**config.mk**
```make
export PLATFORM = sky130hd
export DESIGN_NAME = rc4_key_sched_flat
export DESIGN_NICKNAME = d
export VERILOG_FILES = /design/src/rtl/rc4_pkg.sv /design/src/rtl/rc4_key_sched_if.sv /design/src/rtl/rc4_key_sched_s_mem_mux.sv /design/src/rtl/rc4_key_sched.sv /design/src/flat_wrapper.sv
export SDC_FILE = /design/constraint.sdc
export NUM_CORES = 1
export LEC_CHECK = 0
export CAP_MARGIN = 40
export CORE_ASPECT_RATIO = 0.8
export CORE_MARGIN = 4
export CORE_UTILIZATION = 40
export DETAILED_ROUTE_END_ITERATION = 10
export HOLD_SLACK_MARGIN = 0.1
export PLACE_DENSITY_LB_ADDON = 0.12
export SLEW_MARGIN = 10
export SYNTH_ARGS = -nofsm -noshare
export SYNTH_HDL_FRONTEND = slang
export SYNTH_HIERARCHICAL = 1
export SYNTH_SLANG_ARGS = --single-unit
export TNS_END_PERCENT = 10
```
**constraint.sdc**
```tcl
create_clock -name clk -period 2.5 [get_ports clk]
set_input_delay 0.5 -clock clk [delete_from_list [all_inputs] [get_ports clk]]
set_output_delay 0.5 -clock clk [all_outputs]
set_load 0.01 [all_outputs]
```
**src/rtl/rc4_pkg.sv**
```systemverilog
// rtl/rc4_pkg.sv - shared types and widths for the RC4 key search controller
package rc4_pkg;

  localparam int KEY_W    = 24;
  localparam int S_ADDR_W = 8;
  localparam int S_DATA_W = 8;

  typedef enum logic [2:0] {
    ST_IDLE  = 3'd0,
    ST_INIT  = 3'd1,
    ST_KSA   = 3'd2,
    ST_PRGA  = 3'd3,
    ST_FOUND = 3'd4,
    ST_FAIL  = 3'd5
  } rc4_state_e;

  // One S-memory request: address, write data and write enable.
  typedef struct packed {
    logic [S_ADDR_W-1:0] addr;
    logic [S_DATA_W-1:0] data;
    logic                wren;
  } s_req_t;

  // States in which one of the three tasks owns the S-memory.
  function automatic logic is_busy(rc4_state_e st);
    return (st == ST_INIT) || (st == ST_KSA) || (st == ST_PRGA);
  endfunction

endpackage

```
**src/rtl/rc4_key_sched_if.sv**
```systemverilog
// rtl/rc4_key_sched_if.sv - shared 256x8 S-memory port bundle
interface rc4_key_sched_if;

  logic [rc4_pkg::S_ADDR_W-1:0] s_addr;
  logic [rc4_pkg::S_DATA_W-1:0] s_data;
  logic                         s_wren;

  // The scheduler drives the memory; the memory consumes it.
  modport master (output s_addr, output s_data, output s_wren);
  modport slave  (input  s_addr, input  s_data, input  s_wren);

endinterface

```
**src/rtl/rc4_key_sched_s_mem_mux.sv**
```systemverilog
// rtl/rc4_key_sched_s_mem_mux.sv - routes the active task onto the shared S-memory port
module s_mem_mux
  import rc4_pkg::*;
(
  input  rc4_state_e state_i,
  input  s_req_t     t1_req_i,
  input  s_req_t     t2_req_i,
  input  s_req_t     t3_req_i,
  output s_req_t     s_req_o
);

  // Zero-latency select; outside the task states the port is fully quiet,
  // so stray task writes can never reach the memory.
  always_comb begin
    s_req_o = '0;
    case (state_i)
      ST_INIT: s_req_o = t1_req_i;
      ST_KSA:  s_req_o = t2_req_i;
      ST_PRGA: s_req_o = t3_req_i;
      default: s_req_o = '0;
    endcase
  end

endmodule

```
**src/rtl/rc4_key_sched.sv**
```systemverilog
// rtl/rc4_key_sched.sv - sequences init/KSA/decrypt tasks over a range of candidate keys
module rc4_key_sched
  import rc4_pkg::*;
#(
  parameter logic [KEY_W-1:0] KEY_START = 24'h000000,
  parameter logic [KEY_W-1:0] KEY_END   = 24'h3FFFFF
) (
  input  logic                clk,
  input  logic                rst_n,
  input  logic                start,
  output logic [KEY_W-1:0]    key,
  output logic                t1_start,
  output logic                t2_start,
  output logic                t3_start,
  input  logic                t1_done,
  input  logic                t2_done,
  input  logic                t3_done,
  input  logic                t3_ok,
  input  logic [S_ADDR_W-1:0] t1_addr,
  input  logic [S_DATA_W-1:0] t1_data,
  input  logic                t1_wren,
  input  logic [S_ADDR_W-1:0] t2_addr,
  input  logic [S_DATA_W-1:0] t2_data,
  input  logic                t2_wren,
  input  logic [S_ADDR_W-1:0] t3_addr,
  input  logic [S_DATA_W-1:0] t3_data,
  input  logic                t3_wren,
  rc4_key_sched_if.master     s_mem,
  output logic                busy,
  output logic                done,
  output logic                found
);

  rc4_state_e      state_q;
  logic [KEY_W-1:0] key_q;
  logic [KEY_W-1:0] key_d;
  logic            t1_start_q, t2_start_q, t3_start_q;
  logic            busy_q, done_q, found_q;

  s_req_t t1_req, t2_req, t3_req, s_req;

  assign key_d = key_q + {{(KEY_W-1){1'b0}}, 1'b1};

  // Search FSM; start pulses and status flags are registered alongside the
  // state so each is asserted exactly on the cycle its state is entered.
  always_ff @(posedge clk or negedge rst_n) begin
    if (!rst_n) begin
      state_q    <= ST_IDLE;
      key_q      <= KEY_START;
      t1_start_q <= 1'b0;
      t2_start_q <= 1'b0;
      t3_start_q <= 1'b0;
      busy_q     <= 1'b0;
      done_q     <= 1'b0;
      found_q    <= 1'b0;
    end else begin
      t1_start_q <= 1'b0;
      t2_start_q <= 1'b0;
      t3_start_q <= 1'b0;
      case (state_q)
        ST_IDLE, ST_FOUND, ST_FAIL: begin
          if (start) begin
            state_q    <= ST_INIT;
            key_q      <= KEY_START;
            t1_start_q <= 1'b1;
            busy_q     <= 1'b1;
            done_q     <= 1'b0;
            found_q    <= 1'b0;
          end
        end
        ST_INIT: begin
          if (t1_done) begin
            state_q    <= ST_KSA;
            t2_start_q <= 1'b1;
          end
        end
        ST_KSA: begin
          if (t2_done) begin
            state_q    <= ST_PRGA;
            t3_start_q <= 1'b1;
          end
        end
        ST_PRGA: begin
          if (t3_done) begin
            if (t3_ok) begin
              state_q <= ST_FOUND;
              busy_q  <= 1'b0;
              done_q  <= 1'b1;
              found_q <= 1'b1;
            end else if (key_q == KEY_END) begin
              // Exhausted the range: stop on the last key rather than wrap.
              state_q <= ST_FAIL;
              busy_q  <= 1'b0;
              done_q  <= 1'b1;
              found_q <= 1'b0;
            end else begin
              state_q    <= ST_INIT;
              key_q      <= key_d;
              t1_start_q <= 1'b1;
            end
          end
        end
        default: begin
          state_q <= ST_IDLE;
          busy_q  <= 1'b0;
          done_q  <= 1'b0;
          found_q <= 1'b0;
        end
      endcase
    end
  end

  assign t1_req = '{addr: t1_addr, data: t1_data, wren: t1_wren};
  assign t2_req = '{addr: t2_addr, data: t2_data, wren: t2_wren};
  assign t3_req = '{addr: t3_addr, data: t3_data, wren: t3_wren};

  s_mem_mux u_s_mem_mux (
    .state_i  (state_q),
    .t1_req_i (t1_req),
    .t2_req_i (t2_req),
    .t3_req_i (t3_req),
    .s_req_o  (s_req)
  );

  assign s_mem.s_addr = s_req.addr;
  assign s_mem.s_data = s_req.data;
  assign s_mem.s_wren = s_req.wren;

  assign key      = key_q;
  assign t1_start = t1_start_q;
  assign t2_start = t2_start_q;
  assign t3_start = t3_start_q;
  assign busy     = busy_q;
  assign done     = done_q;
  assign found    = found_q;

endmodule

```
**src/flat_wrapper.sv**
```systemverilog
// flat-port wrapper written by rule: the top's interface ports become plain ports
module rc4_key_sched_flat import rc4_pkg::*;
#(
  parameter logic [KEY_W-1:0] KEY_START = 24'h000000,
  parameter logic [KEY_W-1:0] KEY_END   = 24'h3FFFFF
)
  (clk, rst_n, start, key, t1_start, t2_start, t3_start, t1_done, t2_done, t3_done, t3_ok, t1_addr, t1_data, t1_wren, t2_addr, t2_data, t2_wren, t3_addr, t3_data, t3_wren, busy, done, found, s_mem_s_addr, s_mem_s_data, s_mem_s_wren);
  rc4_key_sched_if s_mem_i ();
  input  logic clk;
  input  logic rst_n;
  input  logic start;
  output logic [KEY_W-1:0] key;
  output logic t1_start;
  output logic t2_start;
  output logic t3_start;
  input  logic t1_done;
  input  logic t2_done;
  input  logic t3_done;
  input  logic t3_ok;
  input  logic [S_ADDR_W-1:0] t1_addr;
  input  logic [S_DATA_W-1:0] t1_data;
  input  logic t1_wren;
  input  logic [S_ADDR_W-1:0] t2_addr;
  input  logic [S_DATA_W-1:0] t2_data;
  input  logic t2_wren;
  input  logic [S_ADDR_W-1:0] t3_addr;
  input  logic [S_DATA_W-1:0] t3_data;
  input  logic t3_wren;
  output logic busy;
  output logic done;
  output logic found;
  output wire logic [$bits(s_mem_i.s_addr)-1:0] s_mem_s_addr;
  output wire logic [$bits(s_mem_i.s_data)-1:0] s_mem_s_data;
  output wire logic [$bits(s_mem_i.s_wren)-1:0] s_mem_s_wren;
  assign s_mem_s_addr = s_mem_i.s_addr;
  assign s_mem_s_data = s_mem_i.s_data;
  assign s_mem_s_wren = s_mem_i.s_wren;
  rc4_key_sched #(.KEY_START(KEY_START), .KEY_END(KEY_END)) u_core (.clk(clk), .rst_n(rst_n), .start(start), .key(key), .t1_start(t1_start), .t2_start(t2_start), .t3_start(t3_start), .t1_done(t1_done), .t2_done(t2_done), .t3_done(t3_done), .t3_ok(t3_ok), .t1_addr(t1_addr), .t1_data(t1_data), .t1_wren(t1_wren), .t2_addr(t2_addr), .t2_data(t2_data), .t2_wren(t2_wren), .t3_addr(t3_addr), .t3_data(t3_data), .t3_wren(t3_wren), .s_mem(s_mem_i), .busy(busy), .done(done), .found(found));
endmodule
```
== Yosys cells after proc, flatten, opt, wreduce, memory -nomap -nowiden ==
Cells that the tools add are included.

* Add/subtract/negate cells: 1
* Mux-type cells: 35
* Equality and inequality tests: 13
* Bitwise gates (word level): 1
* Reduce and logical (&&, ||, !) cells: 7

{| class="wikitable"
|+ Operators by type and width
! kind !! count
|-
| two-way mux 24 bit || 4
|-
| case mux 17 bit (3 select lines) || 1
|-
| case mux 24 bit (2 select lines) || 1
|-
| adder 24 x 1 -> 24 bit, second input constant || 1
|-
| == test 24 x 22 -> 1 bit, second input constant || 1
|-
| two-way mux 1 bit || 18
|-
| two-way mux 3 bit || 6
|-
| != test 2 bit, second input constant || 6
|-
| case mux 3 bit (4 select lines) || 1
|-
| case mux 1 bit (3 select lines) || 3
|-
| AND reduction 4 bit || 2
|-
| == test 3 x 2 -> 1 bit, second input constant || 2
|-
| == test 3 bit, second input constant || 2
|-
| AND reduction 5 bit || 1
|-
| == test 3 x 1 -> 1 bit, second input constant || 1
|-
| zero test 3 bit || 1
|-
| != test 3 x 2 -> 1 bit, second input constant || 1
|-
| OR reduction 3 bit || 1
|-
| case mux 1 bit (2 select lines) || 1
|-
| nonzero test 2 bit || 1
|-
| OR reduction 2 bit || 1
|-
| NOT 1 bit || 1
|}

* Output and inout bits: 47
* Word-level logic and storage cells: 65
* Flip-flop bits (word level): 33
* Bits of input ports: 58

== Logic depth before layout (Yosys ltp) ==
* Word-level depth: 5
* Depth in mapped cells: 7
* Depth with buffers taken out: 6

== Modules after synthesis ==
The synthesis kept the hierarchy.

{| class="wikitable"
|+ Modules (own cells, without submodules)
! module !! area an instance (µm²) !! seq. area each (µm²) !! times used !! cells an instance
|-
| rc4_key_sched || 1906.8 || 825.8 || 1 || 215
|-
| s_mem_mux || 461.7 || 0.0 || 1 || 61
|}

== Least setup slack after synthesis ==
OpenSTA, ideal clock, no wires.

* Path type: reg-to-reg
* Start point: register u_core.key_q[0], in the netlist u_core/key[0]
* End point: register u_core.key_q[16], in the netlist u_core/key[16]
* Slack: 510 ps
* Data arrival time: 1857 ps
* Data required time: 2367 ps
* Clock period less this slack: 1990 ps
* Setup time: 133 ps
* Path buffers: 1
* Cell stages (with the launch flop): 8
* Cells stage by stage: dfrtp_1 > ha_1 > nand4_1 > nor4_4 > a21oi_2 > buf_2 > a41oi_1 > a31oi_1

* Word-level cells in the longest chain between the ends: 5
* Elaborated cells between the ends (all ways): 8
* Those cells by class: add/sub (1); eq/ne (2); mux (4); reduce/logical (1)

{| class="wikitable"
|+ Ends and longest elaborated chain
! what !! line !! text
|-
| start, declared || rc4_key_sched.sv:35 || <nowiki>logic [KEY_W-1:0] key_q;</nowiki>
|-
| start signal, assigned || rc4_key_sched.sv:98 || <nowiki>key_q <= key_d;</nowiki>
|-
| adder 24 x 1 -> 24 bit || rc4_key_sched.sv:42 || <nowiki>assign key_d = key_q + {{(KEY_W-1){1'b0}}, 1'b1};</nowiki>
|-
| two-way mux 24 bit || rc4_key_sched.sv:90 || <nowiki>end else if (key_q == KEY_END) begin</nowiki>
|-
| two-way mux 24 bit || rc4_key_sched.sv:85 || <nowiki>if (t3_ok) begin</nowiki>
|-
| two-way mux 24 bit || rc4_key_sched.sv:84 || <nowiki>if (t3_done) begin</nowiki>
|-
| case mux 24 bit (2 select lines) || rc4_key_sched.sv:60 || <nowiki>case (state_q)</nowiki>
|}

Several ways; a longest one is shown, not always the timed one. The select of a mux whose other input is x is not followed.
A chain may end at the register's enable or synchronous reset.

== Final worst setup path ==
* Start point: register u_core.state_q[1]
* End point: output s_mem_s_addr[6]

* Word-level cells in the longest chain between the ends: 2
* Elaborated cells between the ends (all ways): 4
* Those cells by class: eq/ne (3); mux (1)

{| class="wikitable"
|+ Ends and longest elaborated chain
! what !! line !! text
|-
| start, declared || rc4_key_sched.sv:34 || <nowiki>rc4_state_e state_q;</nowiki>
|-
| start signal, assigned || rc4_key_sched.sv:48 || <nowiki>state_q <= ST_IDLE;</nowiki>
|-
| start signal, assigned || rc4_key_sched.sv:63 || <nowiki>state_q <= ST_INIT;</nowiki>
|-
| start signal, assigned || rc4_key_sched.sv:73 || <nowiki>state_q <= ST_KSA;</nowiki>
|-
| == test 3 x 2 -> 1 bit or == test 3 x 1 -> 1 bit (tied branches) || rc4_key_sched_s_mem_mux.sv:16 || <nowiki>case (state_i)</nowiki>
|-
| case mux 17 bit (3 select lines) (*) || rc4_key_sched_s_mem_mux.sv:16 ||
|-
| end, declared || flat_wrapper.sv:32 || <nowiki>output wire logic [$bits(s_mem_i.s_addr)-1:0] s_mem_s_addr;</nowiki>
|}

Mark *: on every way between the ends. The rest lies on a longest branch, timed or not.

==> results_dict.tcl <==
set metrics [dict create \
    status "complete, no violations" \
    antenna_found_initial 0 \
    ys_warn_count 6 \
    ys_types 52 \
    fillers 498 \
    tightest_slew_ps 560 \
    layout_commonest_cell "clkdlybuf4s50_1" \
    layout_common_cells "clkdlybuf4s50_1, dfrtp_1, a21oi_1, mux2i_1, nand2_1" \
    synth_top_family_by_area "simple AND/OR/NAND/NOR gates" \
    final-setup-viol-count 0 \
    cts_sinks 33 \
    clock_latency_ps 290 \
    grt_pass1_vias 2289 \
    power_density_nw_per_um2 778 \
    detail-route-antenna-nets 0 \
    num_rows 24 \
    clock_skew_ps 10.6 \
    hold_viol 0 \
    fin_tns_setup_ps 0 \
    max_cap_viol_count 0 \
    placed_area_um2 3490 \
    synth_simple_gate_area_share_pct 23.8 \
    hpwl_um 5450 \
    synth-xor-area-share_pct 0 \
    netlist_area_um2 2370 \
    fin_area_um2 3610 \
    core_um2 5590 \
    cp.arrival_ps 1910 \
    ctsHoldBuffers 0 \
    cp_max_fo 28 \
    worstHoldPathType "flop to flop" \
    first_iter_violations 208 \
    ys_seq_elements 33 \
    wire_per_inst_um 16.3 \
    die_h_um 76.8 \
    drc 0 \
    port_buffers 104 \
    critPathCaptureType "primary output" \
    period_needed_ps 2410 \
    diodes 0 \
    crit_path_start_kind "flop" \
    syn_area_per_cell_um2 8.58 \
    peakVddDrop_mv 0.608 \
    timing.hold.ws_ps 536 \
    dieArea_um2 7220 \
    slew_headroom_pct 62.4 \
    rsz0062_at_grt "no" \
    cts_tree "built" \
    grt_max_degree 43 \
    drt_first_pass_iters 5 \
    synth_edf_count 0 \
    syn_to_final_growth_pct 52.5 \
    crit_type "flop to primary output" \
    start_util_pct 42.4 \
    grt_util_all_layers_pct 20.3 \
    synth-compound-area-share_pct 21.8 \
    h-tree-depth 2 \
    synth_seq_area_share_pct 34.9 \
    required_ps 2000 \
    cts_root_buf "clkbuf_8" \
    slew_viol_final 0 \
    drt-total-wl_um 7490 \
    gp_congestion 0.806 \
    grt_overflow 0 \
    num_vias 2519 \
    ios 105 \
    cts_made_buffers 5 \
    clkTransAtPathRegs_ps 80 \
    fp.dieW_um 94.0 \
    clockBufferDepth 2 \
    synth.area.mux_share_pct 11.4 \
    drive_gt1_share_pct 8.09 \
    multiInputGateArea_um2 1360 \
    synthesis.nets 335 \
    seq_area_um2 827 \
    synth_ff_type "dfrtp_1" \
    async_flop_share_pct 100 \
    power_leakage_uw 0.00143 \
    nNetsFinal 441 \
    grt_first_pass_wirelength_um 12000 \
    vias_per_cell 5.46 \
    period_share_pct 96.3 \
    fmax_ghz 0.415 \
    netlist_instances 276 \
    synthAdderAreaFrac_pct 0.528 \
]
state kept, by name, summed over array words and instances, names as in the netlist:
register,cells
u_core/key,24
u_core/state_q,3
u_core/t2_start,1
u_core/t3_start,1
u_core/busy,1
u_core/t1_start,1
u_core/done,1
u_core/found,1
stage by stage:
step / worst slack (ps) / total power, uW / util (%) / cells
after floorplan: 510 / 1670 / - / 276
after global placement: 154 / 2340 / 62.6 / 449
after detailed placement: 131 / 2370 / 62.6 / 449
after CTS: 36.2 / 2770 / 64.1 / 457
after global routing: 0.849 / 3010 / 64.7 / 461
final: 91.7 / 2810 / 64.7 / 461
cell type report:
cell class,instances,share of cell area (%)
multi-input cells,211,37.7
clock inverters,2,0.277
well taps,78,2.70
clock buffers,6,2.01
inverters,11,1.14
flip-flops and latches,33,22.9
repair buffers,120,33.3
cells in the mapped netlist, drive strengths merged (2+ instances only):
cell	count	area [um2]
and3	3	18.8
a21oi	30	154
a22oi	2	15.0
nand2	25	96.4
nor3	6	30.0
a2bb2oi	2	17.5
mux2i	27	270
a211oi	17	128
clkbuf	7	27.5
a31oi	5	31.3
a41oi	3	26.3
nand4	9	56.3
nand3b	2	15.0
nand3	21	105
o21bai	3	22.5
dfrtp	33	826
nor2	13	48.8
or3	7	48.8
nor4	4	40.0
a21o	2	22.5
buf	14	113
and2	3	18.8
o21ai	10	50.1
inv	11	41.3
nand2b	3	21.3
critical path: stages, from the launching register on:
cell and delay (ps):
dfrtp_2 460, buf_12 190, mux2i_1 140, a211oi_1 240, clkdlybuf4s50_1 580
routing by layer:
metal	global-route usage, %	wire (um)
met1	30.0	3380
met2	31.2	3530
met3	3.72	527
met4	3.61	57
met5	0	0
power breakdown:
part / switching, uW / total, uW / internal [uW]
sequential: 60.5 / 665 / 604
clock: 201 / 394 / 193
combinational: 834 / 1750 / 915
total: 1100 / 2810 / 1710
timing repair:
item	in CTS	in global routing
buffers inserted	0	4
resized for setup	1	1
endpoints found under the setup margin	14	13
hold endpoints to repair	0	0
path summary, 6_finish.rpt:
check	from	cells after the start	to	slack, ps
worst max-delay path	u_core/state_q[1]	4	s_mem_s_addr[6]	90
worst min-delay path	u_core/key[8]	1	u_core/key[8]	540
worst max register to register	u_core/key[0]	7	u_core/key[4]	300
worst min register to register	u_core/key[8]	1	u_core/key[8]	540
max in group asynchronous	rst_n	2	u_core/state_q[1]	1550
min in group asynchronous	rst_n	2	u_core/key[2]	620
cell families (layout without fill, tap and decap cells):
logic type	count (synthesis)	after routing
flip-flops	33	33
adder cells (fa/ha/maj)	1	1
AO/OA/AOI/OAI	80	80
multiplexers	27	27
AND/OR/NAND/NOR	103	103
buffers and inverters	32	139
(Power assumes the default switching activity.)
